`src/rtl/mic1_io_pkg.sv`:
```
// Shared types and constants for the mic1 console peripheral.
package mic1_io_pkg;

   localparam logic [31:0] IO_ADDR_DEFAULT = 32'hFFFF_FFFD;

   typedef enum logic [1:0] {
      TX_IDLE,
      TX_START,
      TX_DATA,
      TX_STOP
   } uart_tx_state_t;

   typedef enum logic [1:0] {
      RX_IDLE,
      RX_START,
      RX_DATA,
      RX_STOP
   } uart_rx_state_t;

endpackage

```
`src/rtl/mic1_io_fifo.sv`:
```
// Small show-ahead synchronous FIFO; a push into a full FIFO is accepted when a pop happens in the same cycle.
module mic1_io_fifo #(
   parameter int DEPTH = 8,
   parameter int WIDTH = 8
) (
   input  logic             clk,
   input  logic             reset,
   input  logic             push_i,
   input  logic             pop_i,
   input  logic [WIDTH-1:0] wdata_i,
   output logic [WIDTH-1:0] rdata_o,
   output logic             full_o,
   output logic             empty_o
);

   localparam int AW = $clog2(DEPTH);

   logic [WIDTH-1:0] mem_q [DEPTH];
   logic [AW-1:0]    wr_ptr_q, wr_ptr_d;
   logic [AW-1:0]    rd_ptr_q, rd_ptr_d;
   logic [AW:0]      count_q, count_d;
   logic             do_push, do_pop;

   assign full_o  = (count_q == (AW+1)'(DEPTH));
   assign empty_o = (count_q == '0);
   assign rdata_o = mem_q[rd_ptr_q];

   assign do_pop  = pop_i && !empty_o;
   assign do_push = push_i && (!full_o || do_pop);

   always_comb begin
      wr_ptr_d = wr_ptr_q;
      rd_ptr_d = rd_ptr_q;
      count_d  = count_q;
      if (do_push) begin
         wr_ptr_d = wr_ptr_q + AW'(1);
      end
      if (do_pop) begin
         rd_ptr_d = rd_ptr_q + AW'(1);
      end
      case ({do_push, do_pop})
         2'b10:   count_d = count_q + (AW+1)'(1);
         2'b01:   count_d = count_q - (AW+1)'(1);
         default: count_d = count_q;
      endcase
   end

   always_ff @(posedge clk) begin
      if (reset) begin
         wr_ptr_q <= '0;
         rd_ptr_q <= '0;
         count_q  <= '0;
      end else begin
         wr_ptr_q <= wr_ptr_d;
         rd_ptr_q <= rd_ptr_d;
         count_q  <= count_d;
      end
   end

   // Storage is left unreset; the pointers alone define what is valid.
   always_ff @(posedge clk) begin
      if (do_push) begin
         mem_q[wr_ptr_q] <= wdata_i;
      end
   end

endmodule

```
`src/rtl/mic1_io_console.sv`:
```
// Memory-mapped console: bus writes to IO_ADDR queue bytes for an 8N1 transmitter,
// bus reads return the last byte received on ser_rx (or 0 when nothing is pending).
module mic1_io_console
   import mic1_io_pkg::*;
#(
   parameter logic [31:0] IO_ADDR       = IO_ADDR_DEFAULT,
   parameter int          CLKS_PER_BIT  = 16,
   parameter int          TX_FIFO_DEPTH = 8
) (
   input  logic        clk,
   input  logic        reset,
   input  logic        mem_read,
   input  logic        mem_write,
   input  logic [31:0] mem_addr,
   input  logic [31:0] mem_wdata,
   output logic [31:0] mem_rdata,
   output logic        ser_tx,
   input  logic        ser_rx,
   output logic        tx_busy,
   output logic        tx_overflow,
   output logic        rx_overrun
);

   localparam int             CW        = $clog2(CLKS_PER_BIT);
   localparam logic [CW-1:0]  CNT_LAST  = CW'(CLKS_PER_BIT - 1);
   localparam logic [CW-1:0]  CNT_HALF  = CW'(CLKS_PER_BIT / 2 - 1);

   logic hit, wr_hit, rd_hit;
   logic unused_wdata;

   assign hit          = (mem_addr == IO_ADDR);
   assign wr_hit       = mem_write && hit;
   assign rd_hit       = mem_read && hit;
   assign unused_wdata = ^mem_wdata[31:8];

   // ---------------- TX FIFO ----------------
   logic       fifo_pop, fifo_full, fifo_empty;
   logic [7:0] fifo_rdata;

   mic1_io_fifo #(
      .DEPTH (TX_FIFO_DEPTH),
      .WIDTH (8)
   ) u_tx_fifo (
      .clk     (clk),
      .reset   (reset),
      .push_i  (wr_hit),
      .pop_i   (fifo_pop),
      .wdata_i (mem_wdata[7:0]),
      .rdata_o (fifo_rdata),
      .full_o  (fifo_full),
      .empty_o (fifo_empty)
   );

   // ---------------- TX serializer ----------------
   uart_tx_state_t tx_state_q, tx_state_d;
   logic [CW-1:0]  tx_cnt_q, tx_cnt_d;
   logic [2:0]     tx_bit_q, tx_bit_d;
   logic [7:0]     tx_shift_q, tx_shift_d;
   logic           tx_bit_end;
   logic           tx_overflow_q, tx_overflow_d;

   assign tx_bit_end = (tx_cnt_q == CNT_LAST);

   always_comb begin
      tx_state_d = tx_state_q;
      tx_cnt_d   = tx_cnt_q;
      tx_bit_d   = tx_bit_q;
      tx_shift_d = tx_shift_q;
      fifo_pop   = 1'b0;
      if (tx_state_q != TX_IDLE) begin
         tx_cnt_d = tx_bit_end ? '0 : tx_cnt_q + CW'(1);
      end
      case (tx_state_q)
         TX_IDLE: begin
            if (!fifo_empty) begin
               fifo_pop   = 1'b1;
               tx_shift_d = fifo_rdata;
               tx_cnt_d   = '0;
               tx_state_d = TX_START;
            end
         end
         TX_START: begin
            if (tx_bit_end) begin
               tx_bit_d   = 3'd0;
               tx_state_d = TX_DATA;
            end
         end
         TX_DATA: begin
            if (tx_bit_end) begin
               tx_shift_d = {1'b1, tx_shift_q[7:1]};
               if (tx_bit_q == 3'd7) begin
                  tx_state_d = TX_STOP;
               end else begin
                  tx_bit_d = tx_bit_q + 3'd1;
               end
            end
         end
         TX_STOP: begin
            // Chain straight into the next frame so queued bytes go out with no idle gap.
            if (tx_bit_end) begin
               if (!fifo_empty) begin
                  fifo_pop   = 1'b1;
                  tx_shift_d = fifo_rdata;
                  tx_state_d = TX_START;
               end else begin
                  tx_state_d = TX_IDLE;
               end
            end
         end
         default: tx_state_d = TX_IDLE;
      endcase
   end

   assign tx_overflow_d = tx_overflow_q || (wr_hit && fifo_full && !fifo_pop);

   always_ff @(posedge clk) begin
      if (reset) begin
         tx_state_q    <= TX_IDLE;
         tx_cnt_q      <= '0;
         tx_bit_q      <= '0;
         tx_shift_q    <= '0;
         tx_overflow_q <= 1'b0;
      end else begin
         tx_state_q    <= tx_state_d;
         tx_cnt_q      <= tx_cnt_d;
         tx_bit_q      <= tx_bit_d;
         tx_shift_q    <= tx_shift_d;
         tx_overflow_q <= tx_overflow_d;
      end
   end

   always_comb begin
      case (tx_state_q)
         TX_START: ser_tx = 1'b0;
         TX_DATA:  ser_tx = tx_shift_q[0];
         default:  ser_tx = 1'b1;
      endcase
   end

   assign tx_busy     = !fifo_empty || (tx_state_q != TX_IDLE);
   assign tx_overflow = tx_overflow_q;

   // ---------------- RX deserializer ----------------
   logic [1:0]     rx_sync_q;
   logic           rx_prev_q;
   logic           rx_line;
   uart_rx_state_t rx_state_q, rx_state_d;
   logic [CW-1:0]  rx_cnt_q, rx_cnt_d;
   logic [2:0]     rx_bit_q, rx_bit_d;
   logic [7:0]     rx_shift_q, rx_shift_d;
   logic           rx_land;

   assign rx_line = rx_sync_q[1];

   always_comb begin
      rx_state_d = rx_state_q;
      rx_cnt_d   = rx_cnt_q + CW'(1);
      rx_bit_d   = rx_bit_q;
      rx_shift_d = rx_shift_q;
      rx_land    = 1'b0;
      case (rx_state_q)
         RX_IDLE: begin
            rx_cnt_d = '0;
            if (rx_prev_q && !rx_line) begin
               rx_state_d = RX_START;
            end
         end
         RX_START: begin
            if (rx_cnt_q == CNT_HALF) begin
               rx_cnt_d   = '0;
               rx_bit_d   = 3'd0;
               rx_state_d = rx_line ? RX_IDLE : RX_DATA;
            end
         end
         RX_DATA: begin
            if (rx_cnt_q == CNT_LAST) begin
               rx_cnt_d   = '0;
               rx_shift_d = {rx_line, rx_shift_q[7:1]};
               if (rx_bit_q == 3'd7) begin
                  rx_state_d = RX_STOP;
               end else begin
                  rx_bit_d = rx_bit_q + 3'd1;
               end
            end
         end
         RX_STOP: begin
            // A low stop bit is a framing error: the byte is silently dropped.
            if (rx_cnt_q == CNT_LAST) begin
               rx_cnt_d   = '0;
               rx_land    = rx_line;
               rx_state_d = RX_IDLE;
            end
         end
         default: rx_state_d = RX_IDLE;
      endcase
   end

   always_ff @(posedge clk) begin
      if (reset) begin
         rx_sync_q  <= 2'b11;
         rx_prev_q  <= 1'b1;
         rx_state_q <= RX_IDLE;
         rx_cnt_q   <= '0;
         rx_bit_q   <= '0;
         rx_shift_q <= '0;
      end else begin
         rx_sync_q  <= {rx_sync_q[0], ser_rx};
         rx_prev_q  <= rx_line;
         rx_state_q <= rx_state_d;
         rx_cnt_q   <= rx_cnt_d;
         rx_bit_q   <= rx_bit_d;
         rx_shift_q <= rx_shift_d;
      end
   end

   // ---------------- Holding and read-data registers ----------------
   logic [7:0]  rx_byte_q, rx_byte_d;
   logic        rx_valid_q, rx_valid_d;
   logic        rx_overrun_q, rx_overrun_d;
   logic [31:0] rdata_q, rdata_d;

   // A read in the landing cycle returns the old byte and the new byte stays pending.
   always_comb begin
      rx_byte_d    = rx_byte_q;
      rx_valid_d   = rx_valid_q;
      rx_overrun_d = rx_overrun_q;
      rdata_d      = rdata_q;
      if (rd_hit) begin
         rdata_d    = rx_valid_q ? {24'h0, rx_byte_q} : 32'h0;
         rx_valid_d = 1'b0;
      end
      if (rx_land) begin
         rx_byte_d  = rx_shift_q;
         rx_valid_d = 1'b1;
         if (rx_valid_q && !rd_hit) begin
            rx_overrun_d = 1'b1;
         end
      end
   end

   always_ff @(posedge clk) begin
      if (reset) begin
         rx_byte_q    <= '0;
         rx_valid_q   <= 1'b0;
         rx_overrun_q <= 1'b0;
         rdata_q      <= '0;
      end else begin
         rx_byte_q    <= rx_byte_d;
         rx_valid_q   <= rx_valid_d;
         rx_overrun_q <= rx_overrun_d;
         rdata_q      <= rdata_d;
      end
   end

   assign mem_rdata  = rdata_q;
   assign rx_overrun = rx_overrun_q;

endmodule
```
`config.mk`:
```
export PLATFORM = sky130hd
export DESIGN_NAME = mic1_io_console
export DESIGN_NICKNAME = d
export VERILOG_FILES = /design/src/rtl/mic1_io_pkg.sv /design/src/rtl/mic1_io_fifo.sv /design/src/rtl/mic1_io_console.sv
export SDC_FILE = /design/constraint.sdc
export NUM_CORES = 1
export LEC_CHECK = 0
export CORE_ASPECT_RATIO = 1.1
export CORE_MARGIN = 2
export CORE_UTILIZATION = 47
export CTS_CLUSTER_SIZE = 14
export DETAILED_ROUTE_END_ITERATION = 10
export PLACE_DENSITY = 0.76
export SYNTH_ARGS = -nofsm -noshare
export SYNTH_HDL_FRONTEND = slang
export SYNTH_SLANG_ARGS = --single-unit
```
`constraint.sdc`:
```
create_clock -name clk -period 2.4 [get_ports clk]
set_clock_uncertainty 0.05 [all_clocks]
set_input_delay 0.48 -clock clk [delete_from_list [all_inputs] [get_ports clk]]
set_output_delay 0.48 -clock clk [all_outputs]
set_load 0.1 [all_outputs]
```
==> run_results.csv, run 1 <==
group,metric,value,unit
clock_tree,holdBufCountCts,0,
final_layout,multi_input_area,2370,sq um
routing,wl_met1,4.49,mm
placement,port_buffers,56,
run,max-cap-violations,0,
clock_tree,path_clk_slew,0.06,ns
synthesis,yosys.area.top_type,"edfxtp_1",
global_route,antenna_found_initial,0,
final_layout,ff_latch_area,3310,sq um
floorplan,rows,42,
timing,period_share,95.8,%
global_route,overflow,0,
power,power.total,7.53,mW
outcome,status,"finished, final reports clean",
synthesis,synth_edf_count,64,
placement,dp.cells,703,
floorplan,initial_core_util,48.0,%
timing,drv_slew,0,
floorplan,die_h,120,um
power,internal_power,5.02,mW
global_route,grt.total_usage,18.3,%
synthesis,async_flop_share,0,%
routing,routed_wl,11.3,mm
power,power_density,1030,nW/um^2
power,p_leak,2.64,nW
timing,fin_crit,2.30,ns
power,combPwrFrac,31.8,%
timing,slew_headroom,61.6,%
floorplan,core_area,12000,sq um
final_layout,drive_above_1_share,24.6,%
critical_path,critPathKind,"register to register",
synthesis,synth.most_common_cell,"dfxtp_1",
synthesis,synth-seq-cells,133,
critical_path,cp.required,2.66,ns
power,vdd_drop_max,0.00118,V
final_layout,fillers,927,
synthesis,synth_area,5760,sq um
synthesis,ys.warnings.count,0,
final_layout,utilization,60.7,%
timing,holdWs,0.369,ns
clock_tree,clk_latency,0.42,ns
timing,rsz0062_at_grt,"no",
final_layout,areaGrowthSynthToFinish,26.5,%
critical_path,slowest_delay,0.40,ns
placement,detailed_place_hpwl,7.75,mm
routing,vias,3826,
placement,preCtsSetupSlack,-0.729,ns
timing,hold_violations,0,
critical_path,arrival,2.55,ns
final_layout,finalNetCount,655,
clock_tree,cts_tree,"built",
routing,avgViaCountPerCell,5.20,
floorplan,die_width,110,um
timing,worst_slack,0.101,ns
global_route,grt_pass1_wl,18.2,mm
critical_path,crit_chain,"ha_4 > a41oi_4 > nor3_4 > nand2_2 > inv_2 > ha_4 > a21o_1 > a21oi_2 > buf_4 > a21oi_2 > mux2_4",
timing,max_freq,435,MHz
power,power_switching,2.51,mW
timing,max_slew.worst_pin.slew,0.575,ns
routing,top_layer_used,"met4",
critical_path,crit_fanout,3,
synthesis,synthTopCellsByCount,"dfxtp_1 (69), edfxtp_1 (64), nand2_1 (51), nor2_1 (51), a21oi_1 (28)",
clock_tree,ctsHtreeMaxLevel,4,
clock_tree,cts_max_path_buffers,2,
power,netSwitchingFraction,33.4,%
routing,drc,0,
critical_path,slowest_stage,"dfxtp_1",
global_route,grt_pass1_vias,3884,
synthesis,ys.flop_type,"dfxtp_1",
routing,wl_per_cell,15.4,um
placement,gp_congestion,0.782,
timing,final-setup-viol-count,0,
clock_tree,cts_num_sinks,133,
global_route,grt_max_degree,35,
synthesis,postSynthAreaPerCell,12.0,sq um
critical_path,worstSetupEndpointType,"register",
final_layout,n_antenna_cell,0,
synthesis,synth-seq-area-share,57.4,%
clock_tree,root_buffer,"clkbuf_16",
power,p_clk_share,32.8,%
clock_tree,cts_buffers,17,
routing,first_pass_iters,4,
power,p_seq_share,35.4,%
synthesis,synth.area.top_cells,"edfxtp_1 (33%), dfxtp_1 (24%), mux4_2 (6.3%)",
routing,postRouteAntennaNets,0,
critical_path,cp-start-kind,"register",
synthesis,synth_cell_types,53,
worst_hold_path,hold_path_class,"register to register",
routing,dr_wl_met3,684,um
routing,wl_met2,5.95,mm
synthesis,synth_top_area_share,33.4,%
routing,drtIter0Drc,136,
final_layout,fin_cells,736,
floorplan,num_io_pins,105,
floorplan,die_area,13100,sq um
synthesis,synthCells,481,
[power groups by stage]
stage	registers (mW)	clock network [mW]	logic [mW]
floorplan	2.64	0	1.58
global placement	2.68	0	2.22
detailed placement	2.68	0	2.29
CTS	2.64	2.52	2.34
global route	2.68	2.63	2.57
finish	2.66	2.47	2.39
[stage by stage]
| stage | TNS, ns | cell area [sq um] |
|---|---|---|
| 2_1_floorplan | -0.414 | 5890 |
| 3_3_place_gp | -30.65 | 6650 |
| 3_5_place_dp | -34.83 | 6650 |
| 4_1_cts | 0 | 7210 |
| 5_1_grt | 0 | 7280 |
| 6_report | 0 | 7280 |
[worst max-delay path, delay by kind of cell (launching register included)]
family                     cells  cell delay, ns
DFF                            1            0.40
muxes                          1            0.29
AOI/OAI and AO/OA              4            0.53
and+or+nand+nor                2            0.33
buffers and inverters          2            0.22
adders and majority gates      2            0.37
[state kept, by name, indices dropped and copies added (netlist names), 2 cells and up, named ones only]
name and count:
u_tx_fifo.rd_ptr_q 3, rx_sync_q 2, tx_shift_q 8, rx_byte_q 8
rx_bit_q 3, tx_bit_q 3, rx_shift_q 8, tx_state_q 2
u_tx_fifo.wr_ptr_q 3, mem_rdata 8, tx_cnt_q 4, u_tx_fifo.mem_q 64
rx_cnt_q 4, u_tx_fifo.count_q 4
[cell families after synthesis]
family	count (synthesis)	synth area share (%)
mux	40	10.7
buf+inv	53	5.17
simple gates	172	15.4
xor+xnor	9	1.37
other cells	1	0.0652
flops	133	57.4
fa+ha+maj	16	3.61
compound gates	57	6.24
[cell type report]
class,instances,area share [%]
multi-input cells,318,32.5
flip-flops and latches,133,45.4
clock buffers,17,5.84
inverters,7,0.361
repair buffers,93,11.2
clock inverters,14,1.99
well taps,154,2.65
[path summary, 6_finish.rpt]
kind / start / slack (ns) / to / cells after the start
max: tx_cnt_q[1] / 0.10 / u_tx_fifo.count_q[3] / 11
max reg2reg: tx_cnt_q[1] / 0.10 / u_tx_fifo.count_q[3] / 11
min: rx_sync_q[0] / 0.37 / rx_sync_q[1] / 1
min reg2reg: rx_sync_q[0] / 0.37 / rx_sync_q[1] / 1
[routing by layer]
layer  track usage, %  vias up
met3             6.03       20
met1             19.4     1831
met5                0        -
met4             8.07        0
li1                 -     1869
met2             32.6      106
[cell usage in the layout, fill, tap and decap left out, types with 6 or more instances in the layout]
cell type,netlist,layout
dfxtp_1,69,66
edfxtp_1,64,64
nor2_1,51,51
nand2_1,51,50
buf_4,25,44
dlygate4sd2_1,0,29
a21oi_1,28,26
conb_1,1,24
nand3_1,22,22
clkbuf_16,0,17
mux4_2,16,16
mux2i_1,15,14
clkdlybuf4s50_1,0,11
ha_1,15,9
a31oi_1,8,8
nand4_1,7,7
xnor2_1,7,7
mux2_2,7,7
inv_1,7,6
nor3_1,8,6
[repair_timing]
item | in CTS | in global routing
setup endpoints to repair | 67 | 17
resized for setup | 40 | 12
pin swaps | 17 | 9
buffers inserted | 0 | 2
gates cloned | 0 | 0
(Power assumes the default switching activity.)
==> run 2: changes to the inputs <==
- CELL_PAD_IN_SITES_DETAIL_PLACEMENT: unset -> 1
- CELL_PAD_IN_SITES_GLOBAL_PLACEMENT: unset -> 1
- CORE_UTILIZATION: 47 -> 38
- PLACE_DENSITY: 0.76 -> 0.77
- SLEW_MARGIN: unset -> 0
==> run 2 against run 1 <==
  * First-iteration DRC count is the same
  * Hold slack is essentially flat
  * Design area grew 1.4%
  * Largest power group unchanged
==> run_results.csv, run 2 (same netlist as run 1, synthesis figures left out) <==
group,metric,value,unit
routing,avgViaCountPerCell,5.00,
final_layout,n_antenna_cell,0,
power,p_leak,2.65,nW
floorplan,die_area,16100,sq um
routing,drtIter0Drc,136,
placement,placed_area,6680,sq um
routing,routed_wl,13.1,mm
timing,holdWs,0.369,ns
final_layout,finalNetCount,658,
clock_tree,cts_num_sinks,133,
final_layout,drive_above_1_share,25.3,%
global_route,grt_max_degree,37,
routing,first_pass_iters,4,
global_route,overflow,0,
clock_tree,holdBufCountCts,0,
placement,gp_congestion,0.726,
outcome,status,"finished, final reports clean",
clock_tree,cts_buffers,17,
global_route,grt_pass1_vias,4299,
clock_tree,root_buffer,"clkbuf_16",
routing,top_layer_used,"met4",
floorplan,die_h,133,um
floorplan,num_io_pins,105,
clock_tree,ctsHtreeMaxLevel,4,
power,power_density,1040,nW/um^2
critical_path,arrival,2.57,ns
routing,vias,3907,
power,power.total,7.68,mW
floorplan,die_width,121,um
routing,wl_per_cell,16.7,um
timing,hold_violations,0,
final_layout,fillers,1575,
global_route,grt_pass1_wl,21.4,mm
final_layout,largest_register_ffs,64,
power,vdd_drop_max,0.000435,V
final_layout,areaGrowthSynthToFinish,28.2,%
clock_tree,cts_tree,"built",
timing,max_freq,433,MHz
timing,max_slew.worst_pin.slew,0.668,ns
critical_path,slowest_delay,0.36,ns
timing,fin_crit,2.31,ns
critical_path,cp-start-kind,"register",
critical_path,crit_fanout,4,
global_route,grt.total_usage,17.3,%
critical_path,critPathKind,"register to register",
run,max-cap-violations,0,
critical_path,slowest_stage,"dfxtp_4",
timing,drv_slew,0,
timing,fin_setup_tns,0,ns
floorplan,core_area,14900,sq um
clock_tree,path_clk_slew,0.06,ns
timing,final-setup-viol-count,0,
final_layout,fin_area,7380,sq um
placement,detailed_place_hpwl,9.02,mm
timing,rsz0062_at_grt,"yes",
placement,port_buffers,56,
critical_path,worstSetupEndpointType,"register",
worst_hold_path,hold_path_class,"register to register",
timing,slew_headroom,55.4,%
final_layout,layout_common_cells,"dfxtp_1 (65), edfxtp_1 (64), nor2_1 (51), nand2_1 (50), buf_4 (46)",
floorplan,initial_core_util,38.5,%
floorplan,rows,47,
clock_tree,clk_latency,0.42,ns
global_route,antenna_found_initial,0,
final_layout,largest_register,"u_tx_fifo.mem_q",
final_layout,final_common_cell,"dfxtp_1",
timing,period_share,96.3,%
routing,wl_met1,4.99,mm
clock_tree,cts_max_path_buffers,2,
critical_path,cp.required,2.66,ns
critical_path,crit_chain,"inv_1 > ha_4 > a41oi_4 > nor3_4 > nand2_2 > inv_2 > ha_4 > a21o_1 > a21oi_2 > buf_4 > a21oi_2 > mux2_4",
routing,dr_wl_met3,680,um
routing,postRouteAntennaNets,0,
routing,drc,0,
routing,wl_met2,7.17,mm
[run 2: cell count changes in the layout (fill, tap and decap cells not counted), moves of 2 or more]
cell / change
inv_6: +2
dlygate4sd2_1: +3
inv_8: -2
dfxtp_4: +2
clkdlybuf4s15_1: -2
buf_4: +2
[run 2: metal layers]
| layer | GRT usage [%] | vias to the layer above |
|---|---|---|
| li1 | - | 1879 |
| met1 | 18.2 | 1906 |
| met2 | 32.6 | 102 |
| met3 | 4.91 | 20 |
| met4 | 5.94 | 0 |
| met5 | 0 | - |
[run 2: path summary, 6_finish.rpt]
path | start | end | slack [ns] | cells past startpoint
max reg2reg | tx_state_q[1] | u_tx_fifo.count_q[3] | 0.09 | 12
min | rx_sync_q[0] | rx_sync_q[1] | 0.37 | 1
min reg2reg | rx_sync_q[0] | rx_sync_q[1] | 0.37 | 1
max | tx_state_q[1] | u_tx_fifo.count_q[3] | 0.09 | 12
[run 2: what timing repair did]
item | CTS | global route
endpoints found under the setup margin | 67 | 26
setup buffers | 4 | 3
pin swaps | 18 | 5
resized for setup | 41 | 14
[run 2: where the power goes]
part	total, mW	internal (mW)	switching, mW
sequential	2.68	2.52	0.161
combinational	2.51	1.09	1.42
clock	2.49	1.45	1.05
total	7.68	5.05	2.63
[run 2: metrics by stage]
step,setup WS [ns],cells,util [%]
after detailed placement,-0.776,743,44.7
final,0.0881,782,49.4
after global placement,-0.658,743,44.7
after global routing,-0.0349,782,49.4
after CTS,0.00179,779,48.8
after floorplan,-0.184,504,-
[run 2: cell type report]
type	count	area [sq um]	share of cell area, %
repair buffers	96	843	11.4
inverters	7	26.3	0.356
clock inverters	15	144	1.95
clock buffers	17	425	5.76
well taps	196	245	3.32
flip-flops and latches	133	3310	44.9
multi-input cells	318	2380	32.3
[run 2: worst max-delay path: cells and delay by family (launching register included)]
kind | cells | cell delay [ns]
simple gates | 2 | 0.35
buf+inv | 3 | 0.34
flops | 1 | 0.36
compound gates | 4 | 0.45
mux | 1 | 0.30
fa+ha+maj | 2 | 0.36
